$ cat src/rtl/control_sequencer_if.sv
// Bundle between the control sequencer and the CPU datapath.
// The sequencer side (master) consumes run/ir/con and drives the strobe vector
// plus status; the datapath side (slave) is the mirror image.
interface control_sequencer_if #(
    parameter int CNT_W = 16
);
    logic             run;
    logic [31:0]      ir;
    logic             con;
    logic [31:0]      ctl;
    logic [3:0]       t_state;
    logic             halted;
    logic             illegal;
    logic [CNT_W-1:0] instr_count;

    modport master (
        input  run, ir, con,
        output ctl, t_state, halted, illegal, instr_count
    );

    modport slave (
        output run, ir, con,
        input  ctl, t_state, halted, illegal, instr_count
    );
endinterface

$ cat src/rtl/control_sequencer.sv
// Hard-wired Moore control unit: walks the datapath through fetch (T0..T2)
// and opcode-specific execute states (T3..T7), with run/halt control,
// a configurable memory hold and a retired-instruction counter.
module control_sequencer #(
    parameter int MEM_WAIT = 0,
    parameter int CNT_W    = 16
) (
    input  logic              clock,
    input  logic              clear,
    control_sequencer_if.master bus
);

    typedef enum logic [3:0] {
        S_IDLE = 4'd0,
        S_T0   = 4'd1,
        S_T1   = 4'd2,
        S_T2   = 4'd3,
        S_T3   = 4'd4,
        S_T4   = 4'd5,
        S_T5   = 4'd6,
        S_T6   = 4'd7,
        S_T7   = 4'd8,
        S_HALT = 4'd15
    } state_t;

    typedef enum logic [3:0] {
        C_ALU, C_IMM, C_LDI, C_LD, C_ST, C_MULDIV,
        C_MFHI, C_MFLO, C_IN, C_OUT, C_NOP, C_HALT, C_ILL
    } op_class_t;

    // Last value of the wait counter in a held memory state.
    localparam logic [3:0] WAIT_LAST = 4'(MEM_WAIT);

    // Strobe positions inside ctl.
    localparam int B_PCO    = 0;
    localparam int B_PCI    = 1;
    localparam int B_INCPC  = 2;
    localparam int B_IRI    = 3;
    localparam int B_MARI   = 4;
    localparam int B_MDRI   = 5;
    localparam int B_MDRO   = 6;
    localparam int B_MEMR   = 7;
    localparam int B_MEMW   = 8;
    localparam int B_RYI    = 9;
    localparam int B_RZHI   = 10;
    localparam int B_RZLI   = 11;
    localparam int B_RZHO   = 12;
    localparam int B_RZLO   = 13;
    localparam int B_HII    = 14;
    localparam int B_HIO    = 15;
    localparam int B_LOI    = 16;
    localparam int B_LOO    = 17;
    localparam int B_GRA    = 18;
    localparam int B_GRB    = 19;
    localparam int B_GRC    = 20;
    localparam int B_RIN    = 21;
    localparam int B_ROUT   = 22;
    localparam int B_BAOUT  = 23;
    localparam int B_CSIGNO = 24;
    localparam int B_IPO    = 25;
    localparam int B_OPI    = 26;

    function automatic op_class_t class_of(input logic [4:0] op);
        op_class_t c;
        case (op) inside
            5'd0:           c = C_LD;
            5'd1:           c = C_LDI;
            5'd2:           c = C_ST;
            [5'd3:5'd11]:   c = C_ALU;
            [5'd12:5'd14]:  c = C_IMM;
            5'd15, 5'd16:   c = C_MULDIV;
            5'd20:          c = C_MFHI;
            5'd21:          c = C_MFLO;
            5'd22:          c = C_IN;
            5'd23:          c = C_OUT;
            5'd26:          c = C_NOP;
            5'd27:          c = C_HALT;
            default:        c = C_ILL;
        endcase
        return c;
    endfunction

    // Strobes asserted while sitting in state s for an instruction of class c.
    function automatic logic [31:0] ctl_of(input state_t s, input op_class_t c);
        logic [31:0] v;
        v = '0;
        case (s)
            S_T0: begin v[B_PCO] = 1'b1; v[B_MARI] = 1'b1; v[B_INCPC] = 1'b1; v[B_PCI] = 1'b1; end
            S_T1: begin v[B_MEMR] = 1'b1; v[B_MDRI] = 1'b1; end
            S_T2: begin v[B_MDRO] = 1'b1; v[B_IRI] = 1'b1; end
            S_T3: begin
                case (c)
                    C_ALU, C_IMM:      begin v[B_GRB] = 1'b1; v[B_ROUT] = 1'b1; v[B_RYI] = 1'b1; end
                    C_LDI, C_LD, C_ST: begin v[B_GRB] = 1'b1; v[B_BAOUT] = 1'b1; v[B_RYI] = 1'b1; end
                    C_MULDIV:          begin v[B_GRA] = 1'b1; v[B_ROUT] = 1'b1; v[B_RYI] = 1'b1; end
                    C_MFHI:            begin v[B_HIO] = 1'b1; v[B_GRA] = 1'b1; v[B_RIN] = 1'b1; end
                    C_MFLO:            begin v[B_LOO] = 1'b1; v[B_GRA] = 1'b1; v[B_RIN] = 1'b1; end
                    C_IN:              begin v[B_IPO] = 1'b1; v[B_GRA] = 1'b1; v[B_RIN] = 1'b1; end
                    C_OUT:             begin v[B_GRA] = 1'b1; v[B_ROUT] = 1'b1; v[B_OPI] = 1'b1; end
                    default: ;
                endcase
            end
            S_T4: begin
                case (c)
                    C_ALU:                    begin v[B_GRC] = 1'b1; v[B_ROUT] = 1'b1; v[B_RZLI] = 1'b1; end
                    C_IMM, C_LDI, C_LD, C_ST: begin v[B_CSIGNO] = 1'b1; v[B_RZLI] = 1'b1; end
                    C_MULDIV: begin
                        v[B_GRB] = 1'b1; v[B_ROUT] = 1'b1; v[B_RZHI] = 1'b1; v[B_RZLI] = 1'b1;
                    end
                    default: ;
                endcase
            end
            S_T5: begin
                case (c)
                    C_ALU, C_IMM, C_LDI: begin v[B_RZLO] = 1'b1; v[B_GRA] = 1'b1; v[B_RIN] = 1'b1; end
                    C_LD, C_ST:          begin v[B_RZLO] = 1'b1; v[B_MARI] = 1'b1; end
                    C_MULDIV:            begin v[B_RZLO] = 1'b1; v[B_LOI] = 1'b1; end
                    default: ;
                endcase
            end
            S_T6: begin
                case (c)
                    C_LD:     begin v[B_MEMR] = 1'b1; v[B_MDRI] = 1'b1; end
                    C_ST:     begin v[B_GRA] = 1'b1; v[B_ROUT] = 1'b1; v[B_MDRI] = 1'b1; end
                    C_MULDIV: begin v[B_RZHO] = 1'b1; v[B_HII] = 1'b1; end
                    default: ;
                endcase
            end
            S_T7: begin
                case (c)
                    C_LD:    begin v[B_MDRO] = 1'b1; v[B_GRA] = 1'b1; v[B_RIN] = 1'b1; end
                    C_ST:    v[B_MEMW] = 1'b1;
                    default: ;
                endcase
            end
            default: ;
        endcase
        return v;
    endfunction

    function automatic state_t boundary(input logic run);
        return run ? S_T0 : S_IDLE;
    endfunction

    function automatic state_t next_of(input state_t s, input logic run,
                                       input op_class_t c, input logic [3:0] w);
        state_t n;
        case (s)
            S_IDLE: n = run ? S_T0 : S_IDLE;
            S_T0:   n = S_T1;
            S_T1:   n = (w == WAIT_LAST) ? S_T2 : S_T1;
            S_T2:   n = (c == C_HALT) ? S_HALT : S_T3;
            S_T3:   n = (c inside {C_ALU, C_IMM, C_LDI, C_LD, C_ST, C_MULDIV}) ? S_T4 : boundary(run);
            S_T4:   n = S_T5;
            S_T5:   n = (c inside {C_LD, C_ST, C_MULDIV}) ? S_T6 : boundary(run);
            S_T6: begin
                case (c)
                    C_LD:    n = (w == WAIT_LAST) ? S_T7 : S_T6;
                    C_ST:    n = S_T7;
                    default: n = boundary(run);
                endcase
            end
            S_T7: begin
                if (c == C_ST) n = (w == WAIT_LAST) ? boundary(run) : S_T7;
                else           n = boundary(run);
            end
            S_HALT: n = S_HALT;
            default: n = S_IDLE;
        endcase
        return n;
    endfunction

    // States that touch memory and are stretched by the wait counter.
    function automatic logic is_held(input state_t s, input op_class_t c);
        return (s == S_T1) || (s == S_T6 && c == C_LD) || (s == S_T7 && c == C_ST);
    endfunction

    state_t           state;
    state_t           state_nxt;
    op_class_t        cls;
    logic [4:0]       op_q;
    logic [3:0]       wait_cnt;
    logic [31:0]      ctl_r;
    logic             illegal_r;
    logic [CNT_W-1:0] count;

    // IR becomes meaningful at the end of T2, so the decision leaving T2 looks at
    // ir directly; afterwards the opcode captured at that moment is used.
    assign cls       = class_of((state == S_T2) ? bus.ir[31:27] : op_q);
    assign state_nxt = next_of(state, bus.run, cls, wait_cnt);

    // Sequencer state, wait counter, instruction counter and registered strobes.
    always_ff @(posedge clock or negedge clear) begin
        if (!clear) begin
            state     <= S_IDLE;
            op_q      <= '0;
            wait_cnt  <= '0;
            ctl_r     <= '0;
            illegal_r <= 1'b0;
            count     <= '0;
        end else begin
            state     <= state_nxt;
            ctl_r     <= ctl_of(state_nxt, cls);
            illegal_r <= (state_nxt == S_T3) && (cls == C_ILL);
            if (state == S_T2) begin
                op_q  <= bus.ir[31:27];
                count <= count + CNT_W'(1);
            end
            if (is_held(state, cls) && state_nxt == state) wait_cnt <= wait_cnt + 4'd1;
            else                                           wait_cnt <= '0;
        end
    end

    assign bus.ctl         = ctl_r;
    assign bus.t_state     = state;
    assign bus.halted      = (state == S_HALT);
    assign bus.illegal     = illegal_r;
    assign bus.instr_count = count;

    // con is reserved for branch support and the operand fields are decoded by
    // the datapath, so neither affects sequencing here.
    logic unused_inputs;
    assign unused_inputs = ^{bus.con, bus.ir[26:0]};

endmodule

$ cat src/flat_wrapper.sv
// flat-port wrapper written by rule: the top's interface ports become plain ports
module control_sequencer_flat 
#(
    parameter int MEM_WAIT = 0,
    parameter int CNT_W    = 16
)
  (clock, clear, bus_run, bus_ir, bus_con, bus_ctl, bus_t_state, bus_halted, bus_illegal, bus_instr_count);
  control_sequencer_if #(.CNT_W(CNT_W)) bus_i ();
  input  logic clock;
  input  logic clear;
  input wire logic [$bits(bus_i.run)-1:0] bus_run;
  input wire logic [$bits(bus_i.ir)-1:0] bus_ir;
  input wire logic [$bits(bus_i.con)-1:0] bus_con;
  output wire logic [$bits(bus_i.ctl)-1:0] bus_ctl;
  output wire logic [$bits(bus_i.t_state)-1:0] bus_t_state;
  output wire logic [$bits(bus_i.halted)-1:0] bus_halted;
  output wire logic [$bits(bus_i.illegal)-1:0] bus_illegal;
  output wire logic [$bits(bus_i.instr_count)-1:0] bus_instr_count;
  assign bus_i.run = bus_run;
  assign bus_i.ir = bus_ir;
  assign bus_i.con = bus_con;
  assign bus_ctl = bus_i.ctl;
  assign bus_t_state = bus_i.t_state;
  assign bus_halted = bus_i.halted;
  assign bus_illegal = bus_i.illegal;
  assign bus_instr_count = bus_i.instr_count;
  control_sequencer #(.MEM_WAIT(MEM_WAIT), .CNT_W(CNT_W)) u_core (.clock(clock), .clear(clear), .bus(bus_i));
endmodule
$ cat config.mk
export PLATFORM = sky130hd
export DESIGN_NAME = control_sequencer_flat
export DESIGN_NICKNAME = d
export VERILOG_FILES = /design/src/rtl/control_sequencer_if.sv /design/src/rtl/control_sequencer.sv /design/src/flat_wrapper.sv
export SDC_FILE = /design/constraint.sdc
export NUM_CORES = 1
export LEC_CHECK = 0
export ABC_AREA = 0
export BUFFER_PORTS_ARGS = -buffer_cell sky130_fd_sc_hd__buf_2
export CORE_UTILIZATION = 51
export CTS_BUF_LIST = sky130_fd_sc_hd__clkbuf_16
export CTS_CLUSTER_DIAMETER = 60
export DETAILED_ROUTE_END_ITERATION = 12
export HOLD_SLACK_MARGIN = 0.06
export PLACE_DENSITY = 0.8
export SKIP_LAST_GASP = 1
export SLEW_MARGIN = 0
export SYNTH_ARGS = -nofsm -noshare
export SYNTH_HDL_FRONTEND = slang
export SYNTH_SLANG_ARGS = --single-unit
$ cat constraint.sdc
create_clock -name clock -period 2.3 [get_ports clock]
set_input_delay 0.115 -clock clock [delete_from_list [all_inputs] [get_ports clock]]
set_output_delay 0.115 -clock clock [all_outputs]
set_load 0.05 [all_outputs]
==> results of run 1 <==
[sequential cells by signal, summed over array words and instances (netlist names)]
name and cells:
u_core.bus.instr_count 16, u_core.wait_cnt 4, u_core.bus.ctl 24, u_core.op_q 5, u_core.bus.illegal 1, u_core.bus.t_state 4
[critical path: stages (launching register included)]
cell and delay, ps:
dfrtp_1 390, inv_1 60, ha_1 200, nor3b_2 170
buf_4 140, o211a_1 220, o21ai_1 320, nor2_1 110
a31oi_1 250, o21ai_0 140
[where the power goes]
group / switching (W) / internal [W]
clock network: 0.000315 / 0.000509
logic: 0.00149 / 0.000682
registers: 0.000186 / 0.00115
[placed cells by master, fill, tap and decap left out, drive strengths merged, types with 2 or more instances in the layout]
master / instances
buf: 72
dfrtp: 54
nand2: 23
nor2: 18
o21ai: 15
xnor2: 14
nand3: 13
inv: 12
nor3: 11
and2: 9
a21oi: 9
nand4: 6
nor4: 6
o211ai: 6
xor2: 5
conb: 5
clkbuf: 5
mux2i: 5
a31oi: 4
or4: 4
a211oi: 4
nor3b: 4
o211a: 3
and3: 3
ha: 3
nand2b: 2
nand3b: 2
o31ai: 2
or3b: 2
o22ai: 2
nor2b: 2
o21bai: 2
clkinv: 2
or2: 2
[cell type report]
cell class              instances  area share, %
well taps                      70           2.57
multi-input cells             202           39.1
clock inverters                 3           1.18
inverters                      12           1.32
repair buffers                 73           12.4
flip-flops and latches         54           39.7
clock buffers                   5           3.68
[cell usage after synthesis, types with 5 or more instances]
cell,n,share of area (%)
inv_1,10,1.3
a21oi_1,9,1.6
xor2_1,5,1.5
nand4_1,6,1.3
nor3_1,11,1.9
nand3_1,13,2.3
nand2_1,23,3.0
and2_1,9,2.0
nor2_1,18,2.4
o21ai_0,13,2.3
buf_2,9,1.6
buf_4,9,2.4
xnor2_1,14,4.3
dfrtp_1,54,47
[cell families (layout without fill, tap and decap cells)]
| logic type | Yosys count | count (layout) | share of synthesized area [%] |
|---|---|---|---|
| other | 1 | 5 | 0.131 |
| adder cells (fa/ha/maj) | 3 | 3 | 1.31 |
| multiplexers | 6 | 6 | 2.28 |
| XOR/XNOR | 19 | 19 | 5.82 |
| buffers and inverters | 37 | 93 | 6.96 |
| AND/OR/NAND/NOR | 114 | 114 | 22.8 |
| AO/OA/AOI/OAI | 55 | 55 | 13.4 |
| flip-flops | 54 | 54 | 47.3 |
[through the flow]
step	hold WS, ps	cells	worst slack [ps]	cell area [µm²]	util, %
5_1_grt	100	419	12.7	3400	65.0
4_1_cts	79.1	419	110	3400	64.8
6_report	86.6	419	163	3400	65.0
3_5_place_dp	150	410	137	3220	61.5
2_1_floorplan	-181	293	48.4	2870	-
3_3_place_gp	140	410	197	3220	61.5
[per-layer routing]
layer | up-vias | global-route usage [%] | wire (µm) | part of all wire [%]
met5 | - | 0 | 0 | 0
met4 | 0 | 8.08 | 100 | 1.6
met3 | 11 | 3.93 | 410 | 6.6
met2 | 96 | 34.5 | 2840 | 46
met1 | 1124 | 31.4 | 2820 | 46
li1 | 1142 | - | - | -
[worst paths after layout]
path / to / cells past startpoint / startpoint / slack (ps)
worst min register to register: u_core.bus.instr_count[10] / 1 / u_core.bus.instr_count[10] / 490
worst max register to register: u_core.bus.ctl[21] / 9 / u_core.wait_cnt[0] / 160
worst max-delay path: u_core.bus.ctl[21] / 9 / u_core.wait_cnt[0] / 160
worst min-delay path: u_core.bus.ctl[25] / 2 / bus_ir[27] / 90
min in group asynchronous: u_core.bus.instr_count[6] / 2 / clear / 380
max in group asynchronous: u_core.bus.instr_count[0] / 3 / clear / 1250
[timing repair]
| action | in CTS | in global routing |
|---|---|---|
| hold endpoints to repair | 26 | 0 |
| hold buffers | 1 | 0 |
| resized for setup | 0 | 3 |
| setup endpoints to repair | 0 | 3 |
==> results.toml, run 1 <==
[floorplanning]
die-height_um = 76.9
die_w_um = 76.9
core_um2 = 5240
num_io_pins = 90
die_area_um2 = 5910
row_count = 26
start_util_pct = 54.6

[power_and_ir_drop]
p_per_area_nw_per_um2 = 1270
leakagePower_nw = 1.70
p_total_w = 0.00434
vdd_drop_max_v = 0.000603

[hold_path]
hold_path.class = "in -> reg"

[cts]
root_buffer = "clkbuf_16"
cts_tree = "done"
cts_made_buffers = 5
postCtsSetupBuffers = 0
clockBufferDepth = 2
cts.sinks = 54
cts.clk_slew.worst_paths_ps = 70
htreeDepth = 2
clk-insertion-delay-late_ps = 290

[sta]
period_needed_ps = 2140
fin_crit_sh_pct = 92.9
timing.fmax_mhz = 468
finalMaxSlewViolations = 0
fin_skew_ps = 5.41
rsz0062_at_grt = "false"
finalHoldViolations = 0
slew_headroom_pct = 60.3
tns_ps = 0
setup_violations = 0
worst_pin_slew_ps = 596

[place]
hpwlAfterDp_um = 4640
io_buffers = 56
gp_congestion = 0.913

[synth]
yosys.cell_types.count = 62
yosysWarnings = 0
synth_flop_cell = "dfrtp_1"
synth-edff-count = 0
syn_avg_cell_area_um2 = 9.89
synth_seq_cells = 54
netlist_area_um2 = 2860
async_flop_share_pct = 100
seq_area_frac_synth_pct = 47.3
synth_cells = 289

[layout]
syn_to_final_growth_pct = 19.1
regArea_um2 = 1350
multiInputGateArea_um2 = 1330
drive_above_1_share_pct = 27.5
nets = 387
diodes = 0
fill_cells = 457

[setup_path]
required_ps = 2450
worstSetupPathType = "reg -> reg"
worst_setup_path_start_kind = "flop"
cp_max_fo = 4
arrival_ps = 2290
critPathCaptureType = "flop"

[global_route]
grt_pass1_wl_um = 10500
track_usage_pct = 22.3
overflow = 0
grt_pass1_vias = 2174
antenna_found_initial = 0
grt_max_degree = 29

[outcome]
outcome = "complete, no violations"

[routing]
drcViolationCount = 0
wirelength_um = 6170
drt_iter0_markers = 130
vias_per_cell = 5.66
ant_nets = 0
drt_pre_antenna_iters = 5
vias = 2373
avgRoutedWirePerCell_um = 14.7

[run]
cap_violations = 0
No activity file was read; power rests on OpenSTA's default activity.
==> run 2, diff against run 1 <==
==> constraint.sdc (replaced) <==
create_clock -name clock -period 2.1 [get_ports clock]
set_input_delay 0.105 -clock clock [delete_from_list [all_inputs] [get_ports clock]]
set_output_delay 0.105 -clock clock [all_outputs]
set_load 0.05 [all_outputs]
==> run 2 against run 1 <==
Against the previous run:
- the run now ends with setup timing left
- final area rose by 8.5%
- combinational power rose by 35%
- fmax barely moved
- worst setup slack got worse by 200 ps
- die area did not move
- sequential power rose by 7%
- cell count rose by 6.2%
- critical endpoint is now u_core.bus.ctl[7]
- first-iteration DRC count rose by 45%
- critical path depth fell by 3
==> results.toml, run 2 (synthesized netlist as in run 1, its figures left out) <==
[place]
gp_congestion = 0.888
dp_cells = 434
hpwlAfterDp_um = 5080
io_buffers = 56

[sta]
finalMaxSlewViolations = 0
slew_headroom_pct = 66.3
finalHoldViolations = 0
layout_setup_ws_ps = -37.5
period_needed_ps = 2140
timing.fmax_mhz = 468
setup_violations = 3
fin_skew_ps = 4.08
fin_crit_sh_pct = 102
worst_pin_slew_ps = 506
rsz0062_at_grt = "true"

[setup_path]
worst_setup_path_start_kind = "flop"
required_ps = 2310
reg2reg_depth = 6
arrival_ps = 2340
cp-startpoint = "u_core.op_q[2]"
worstSetupPathType = "reg -> reg"
r2r_slack_ps = -40
critPathCaptureType = "flop"
cp_max_fo = 7
r2r-end = "u_core.bus.ctl[7]"
r2r-start = "u_core.op_q[2]"
endpoint = "u_core.bus.ctl[7]"

[routing]
drt_iter0_markers = 189
vias_per_cell = 5.80
wirelength_um = 7280
vias = 2582
drt_pre_antenna_iters = 5
drcViolationCount = 0
ant_nets = 0
avgRoutedWirePerCell_um = 16.4

[layout]
diodes = 0
final_cells = 445
final_common_cell = "buf_2"
syn_to_final_growth_pct = 29.2
final_cell_mix = "buf_2 (56), dfrtp_1 (48), buf_4 (41)"
drive_above_1_share_pct = 37.9
multiInputGateArea_um2 = 1440
regArea_um2 = 1360
fill_cells = 386
post-route-util_pct = 70.5
largest_reg_flops = 24
nets = 413

[power_and_ir_drop]
seq_power_share_pct = 27.7
vdd_drop_max_v = 0.000690
swShare_pct = 47.1
internal-power_w = 0.00273
clkPwrFrac_pct = 15.4
power.switching_w = 0.00244
leakagePower_nw = 1.82
p_per_area_nw_per_um2 = 1400
p_comb_share_pct = 56.9

[floorplanning]
die_w_um = 76.9
core_um2 = 5240
row_count = 26
die-height_um = 76.9
die_area_um2 = 5910
start_util_pct = 54.6
num_io_pins = 90

[cts]
cts.sinks = 54
clk-insertion-delay-late_ps = 290
cts_made_buffers = 5
clockBufferDepth = 2
htreeDepth = 2
cts_tree = "done"
root_buffer = "clkbuf_16"
cts.clk_slew.worst_paths_ps = 70

[global_route]
grt_max_degree = 35
grt_pass1_wl_um = 11400
overflow = 0
grt_pass1_vias = 2404
antenna_found_initial = 0
track_usage_pct = 24.5

[hold_path]
hold_path.class = "in -> reg"
min_path_cells = 3

[outcome]
outcome = "complete, but fails checks"
violations = "setup timing"

[run]
cap_violations = 0
run 2: cell type report:
| type | count | share of cell area, % |
|---|---|---|
| tap | 70 | 2.37 |
| multi-input combinational | 202 | 39.0 |
| timing repair buffer | 99 | 16.7 |
| inverter | 12 | 1.22 |
| clock buffer | 5 | 3.39 |
| sequential | 54 | 36.8 |
| clock inverter | 3 | 0.474 |
run 2: metrics by stage:
step	hold slack [ps]	power (W)	cell area (µm²)	setup TNS [ps]	worst slack, ps
after floorplan	-191	0.00329	2890	0	22.0
after global routing	152	0.00542	3690	-752	-161
after detailed placement	106	0.00410	3410	-258	-56.8
after global placement	87.2	0.00403	3410	-10.0	-6.55
after CTS	116	0.00496	3590	0	10.0
final	116	0.00517	3690	-64.6	-37.5
run 2: timing repair:
item                                    4_1_cts  5_1_grt
endpoints found under the hold margin        20        0
endpoints found under the setup margin       10       14
pin swaps                                     1        5
setup buffers                                 0        3
hold buffers                                  1        0
resized for setup                             8       19
run 2: how the worst min path moves through the flow:
stage	startpoint	end
global route	bus_ir[27]	u_core.bus.ctl[25]
detailed placement	clear	u_core.bus.instr_count[3]
floorplan	clear	u_core.bus.ctl[10]
CTS	bus_ir[27]	u_core.bus.ctl[25]
finish	bus_ir[27]	u_core.bus.ctl[25]
global placement	clear	u_core.bus.instr_count[4]
run 2: power groups by stage:
| stage | sequential [W] | combinational, W | clock, W |
|---|---|---|---|
| CTS | 0.00143 | 0.00273 | 0.000798 |
| global placement | 0.00144 | 0.00259 | 0 |
| floorplan | 0.00198 | 0.00130 | 0 |
| finish | 0.00143 | 0.00294 | 0.000795 |
| detailed placement | 0.00145 | 0.00265 | 0 |
| global route | 0.00146 | 0.00311 | 0.000853 |
run 2: critical path, stage by stage (launching register included):
cell and delay [ps]:
dfrtp_2 470, or4_4 520, o211a_1 240, o211ai_2 210
o211ai_4 130, or3b_1 400, o21ai_0 90
run 2: per-layer routing:
metal	wire [µm]	GRT usage, %
met5	0	0
met4	263	10.4
met3	595	5.00
met2	3490	41.3
met1	2930	30.5
==> run 3, diff against run 2 <==
--- a/config.mk
+++ b/config.mk
@@ -7,12 +7,13 @@
 export LEC_CHECK = 0
 export ABC_AREA = 0
 export BUFFER_PORTS_ARGS = -buffer_cell sky130_fd_sc_hd__buf_2
-export CORE_UTILIZATION = 51
+export CORE_ASPECT_RATIO = 1.1
+export CORE_UTILIZATION = 45
 export CTS_BUF_LIST = sky130_fd_sc_hd__clkbuf_16
 export CTS_CLUSTER_DIAMETER = 60
 export DETAILED_ROUTE_END_ITERATION = 12
 export HOLD_SLACK_MARGIN = 0.06
-export PLACE_DENSITY = 0.8
+export PLACE_DENSITY = 0.72
 export SKIP_LAST_GASP = 1
 export SLEW_MARGIN = 0
 export SYNTH_ARGS = -nofsm -noshare
==> constraint.sdc (replaced) <==
create_clock -name clock -period 2.1 [get_ports clock]
set_input_delay 0.21 -clock clock [delete_from_list [all_inputs] [get_ports clock]]
set_output_delay 0.21 -clock clock [all_outputs]
set_load 0.05 [all_outputs]
==> run 3 against run 2 <==
Against the previous run:
- the run still ends with setup timing left
- critical endpoint is now u_core.bus.ctl[5]
- highest routed layer unchanged
- sequential power up 3%
- clock power is 12% higher
- count of clock-buffer cells in the layout unchanged
==> results.toml, run 3 (synthesized netlist as in run 1, its figures left out) <==
[setup_path]
critPathCaptureType = "flop"
r2r-start = "u_core.op_q[0]"
worst_setup_path_start_kind = "flop"
r2r-end = "u_core.bus.ctl[5]"
arrival_ps = 2350
cp_max_fo = 7
r2r_slack_ps = -40
cp-startpoint = "u_core.op_q[0]"
reg2reg_depth = 6
endpoint = "u_core.bus.ctl[5]"
required_ps = 2310
worstSetupPathType = "reg -> reg"

[power_and_ir_drop]
vdd_drop_max_v = 0.000668
internal-power_w = 0.00292
seq_power_share_pct = 27.7
p_per_area_nw_per_um2 = 1410
p_comb_share_pct = 55.4
swShare_pct = 45.0
leakagePower_nw = 1.85
power.switching_w = 0.00240
clkPwrFrac_pct = 16.8

[floorplanning]
die_w_um = 78.0
row_count = 30
start_util_pct = 46.4
die_area_um2 = 6670
die-height_um = 85.6
core_um2 = 6160
num_io_pins = 90

[sta]
slew_headroom_pct = 64.4
worst_pin_slew_ps = 533
finalMaxSlewViolations = 0
finalHoldViolations = 0
period_needed_ps = 2140
timing.fmax_mhz = 467
fin_skew_ps = 5.90
fin_crit_sh_pct = 102
rsz0062_at_grt = "true"
layout_setup_ws_ps = -41.6
setup_violations = 2

[routing]
vias_per_cell = 5.51
drcViolationCount = 0
wirelength_um = 6980
drt_iter0_markers = 112
ant_nets = 0
avgRoutedWirePerCell_um = 15.4
vias = 2492
drt_pre_antenna_iters = 4

[cts]
clk-insertion-delay-late_ps = 290
htreeDepth = 2
clockBufferDepth = 2
cts_tree = "done"
root_buffer = "clkbuf_16"
cts.sinks = 54
cts_made_buffers = 5
cts.clk_slew.worst_paths_ps = 70

[place]
placed_area_um2 = 3400
io_buffers = 56
dp_cells = 438
hpwlAfterDp_um = 5100
gp_congestion = 0.916

[layout]
final_cells = 452
final_cell_mix = "buf_2 (56), dfrtp_1 (49), buf_4 (36)"
final_common_cell = "buf_2"
diodes = 0
largest_reg_flops = 24
finalInstanceArea_um2 = 3760
syn_to_final_growth_pct = 31.6
drive_above_1_share_pct = 37.4
nets = 410
post-route-util_pct = 61.1

[hold_path]
hold_path.class = "in -> reg"

[global_route]
overflow = 0
grt_pass1_vias = 2338
grt_max_degree = 34
track_usage_pct = 21.2
antenna_found_initial = 0
grt_pass1_wl_um = 11000

[outcome]
violations = "setup timing"
outcome = "complete, but fails checks"

[run]
cap_violations = 0
## run 3: cell count changes in the layout (fill, tap and decap cells not counted), sizes merged
cell	delta
buf	-3
bufinv	+1
clkinv	-2
inv	+1
## run 3: through the flow
stage                     hold slack [ps]  power, W  setup TNS [ps]  setup WS (ps)
after detailed placement              218   0.00407            -254          -68.7
final                                 230   0.00532           -61.6          -41.6
after floorplan                     -85.6   0.00329               0           22.0
after global routing                  245   0.00559            -342          -98.1
after CTS                             227   0.00508               0           4.25
after global placement                213   0.00401           -4.31          -4.31
## run 3: layout make-up
| cell class | instances | area (µm²) |
|---|---|---|
| Clock buffer | 5 | 125 |
| Clock inverter | 3 | 37.5 |
| Fill cell | 522 | 2400 |
| Inverter | 12 | 45.0 |
| Multi-Input combinational cell | 202 | 1470 |
| Sequential cell | 54 | 1360 |
| Tap cell | 80 | 100 |
| Timing Repair Buffer | 96 | 621 |
## run 3: worst min path at each step
stage,slack (ps),cells after the start,endpoint,start
after floorplan,-90,0,u_core.bus.ctl[10],clear
after global placement,210,1,u_core.bus.instr_count[6],clear
after detailed placement,220,1,u_core.bus.instr_count[4],clear
after CTS,230,3,u_core.bus.ctl[25],bus_ir[27]
after global routing,250,3,u_core.bus.ctl[25],bus_ir[27]
final,230,3,u_core.bus.ctl[25],bus_ir[27]
## run 3: power groups by stage
stage                     sequential [W]  clock (W)  combinational, W
after floorplan                  0.00198          0           0.00130
final                            0.00148   0.000894           0.00295
after CTS                        0.00146   0.000908           0.00271
after global routing             0.00150   0.000952           0.00313
after global placement           0.00148          0           0.00252
after detailed placement         0.00149          0           0.00257
## run 3: repair_timing
| item | in CTS | in global routing |
|---|---|---|
| hold buffers | 1 | 0 |
| setup buffers | 3 | 2 |
| pin swaps | 3 | 10 |
| endpoints found under the hold margin | 21 | 0 |
| endpoints found under the setup margin | 9 | 14 |
| gates resized for setup | 9 | 21 |
## run 3: metal layers
metal	global-route usage [%]	vias to the layer above	share of wire, %
li1	-	1179	-
met1	27.6	1214	43
met2	35.6	91	50
met3	4.36	8	6.0
met4	6.57	0	1.3
met5	0	-	0
## run 3: worst max-delay path, cell delays in order (launching register included)
cell      delay (ps)
dfrtp_2          450
or4_4            560
o211a_1          230
o211ai_2         180
o211ai_4         140
or3b_1           400
o21ai_1          100
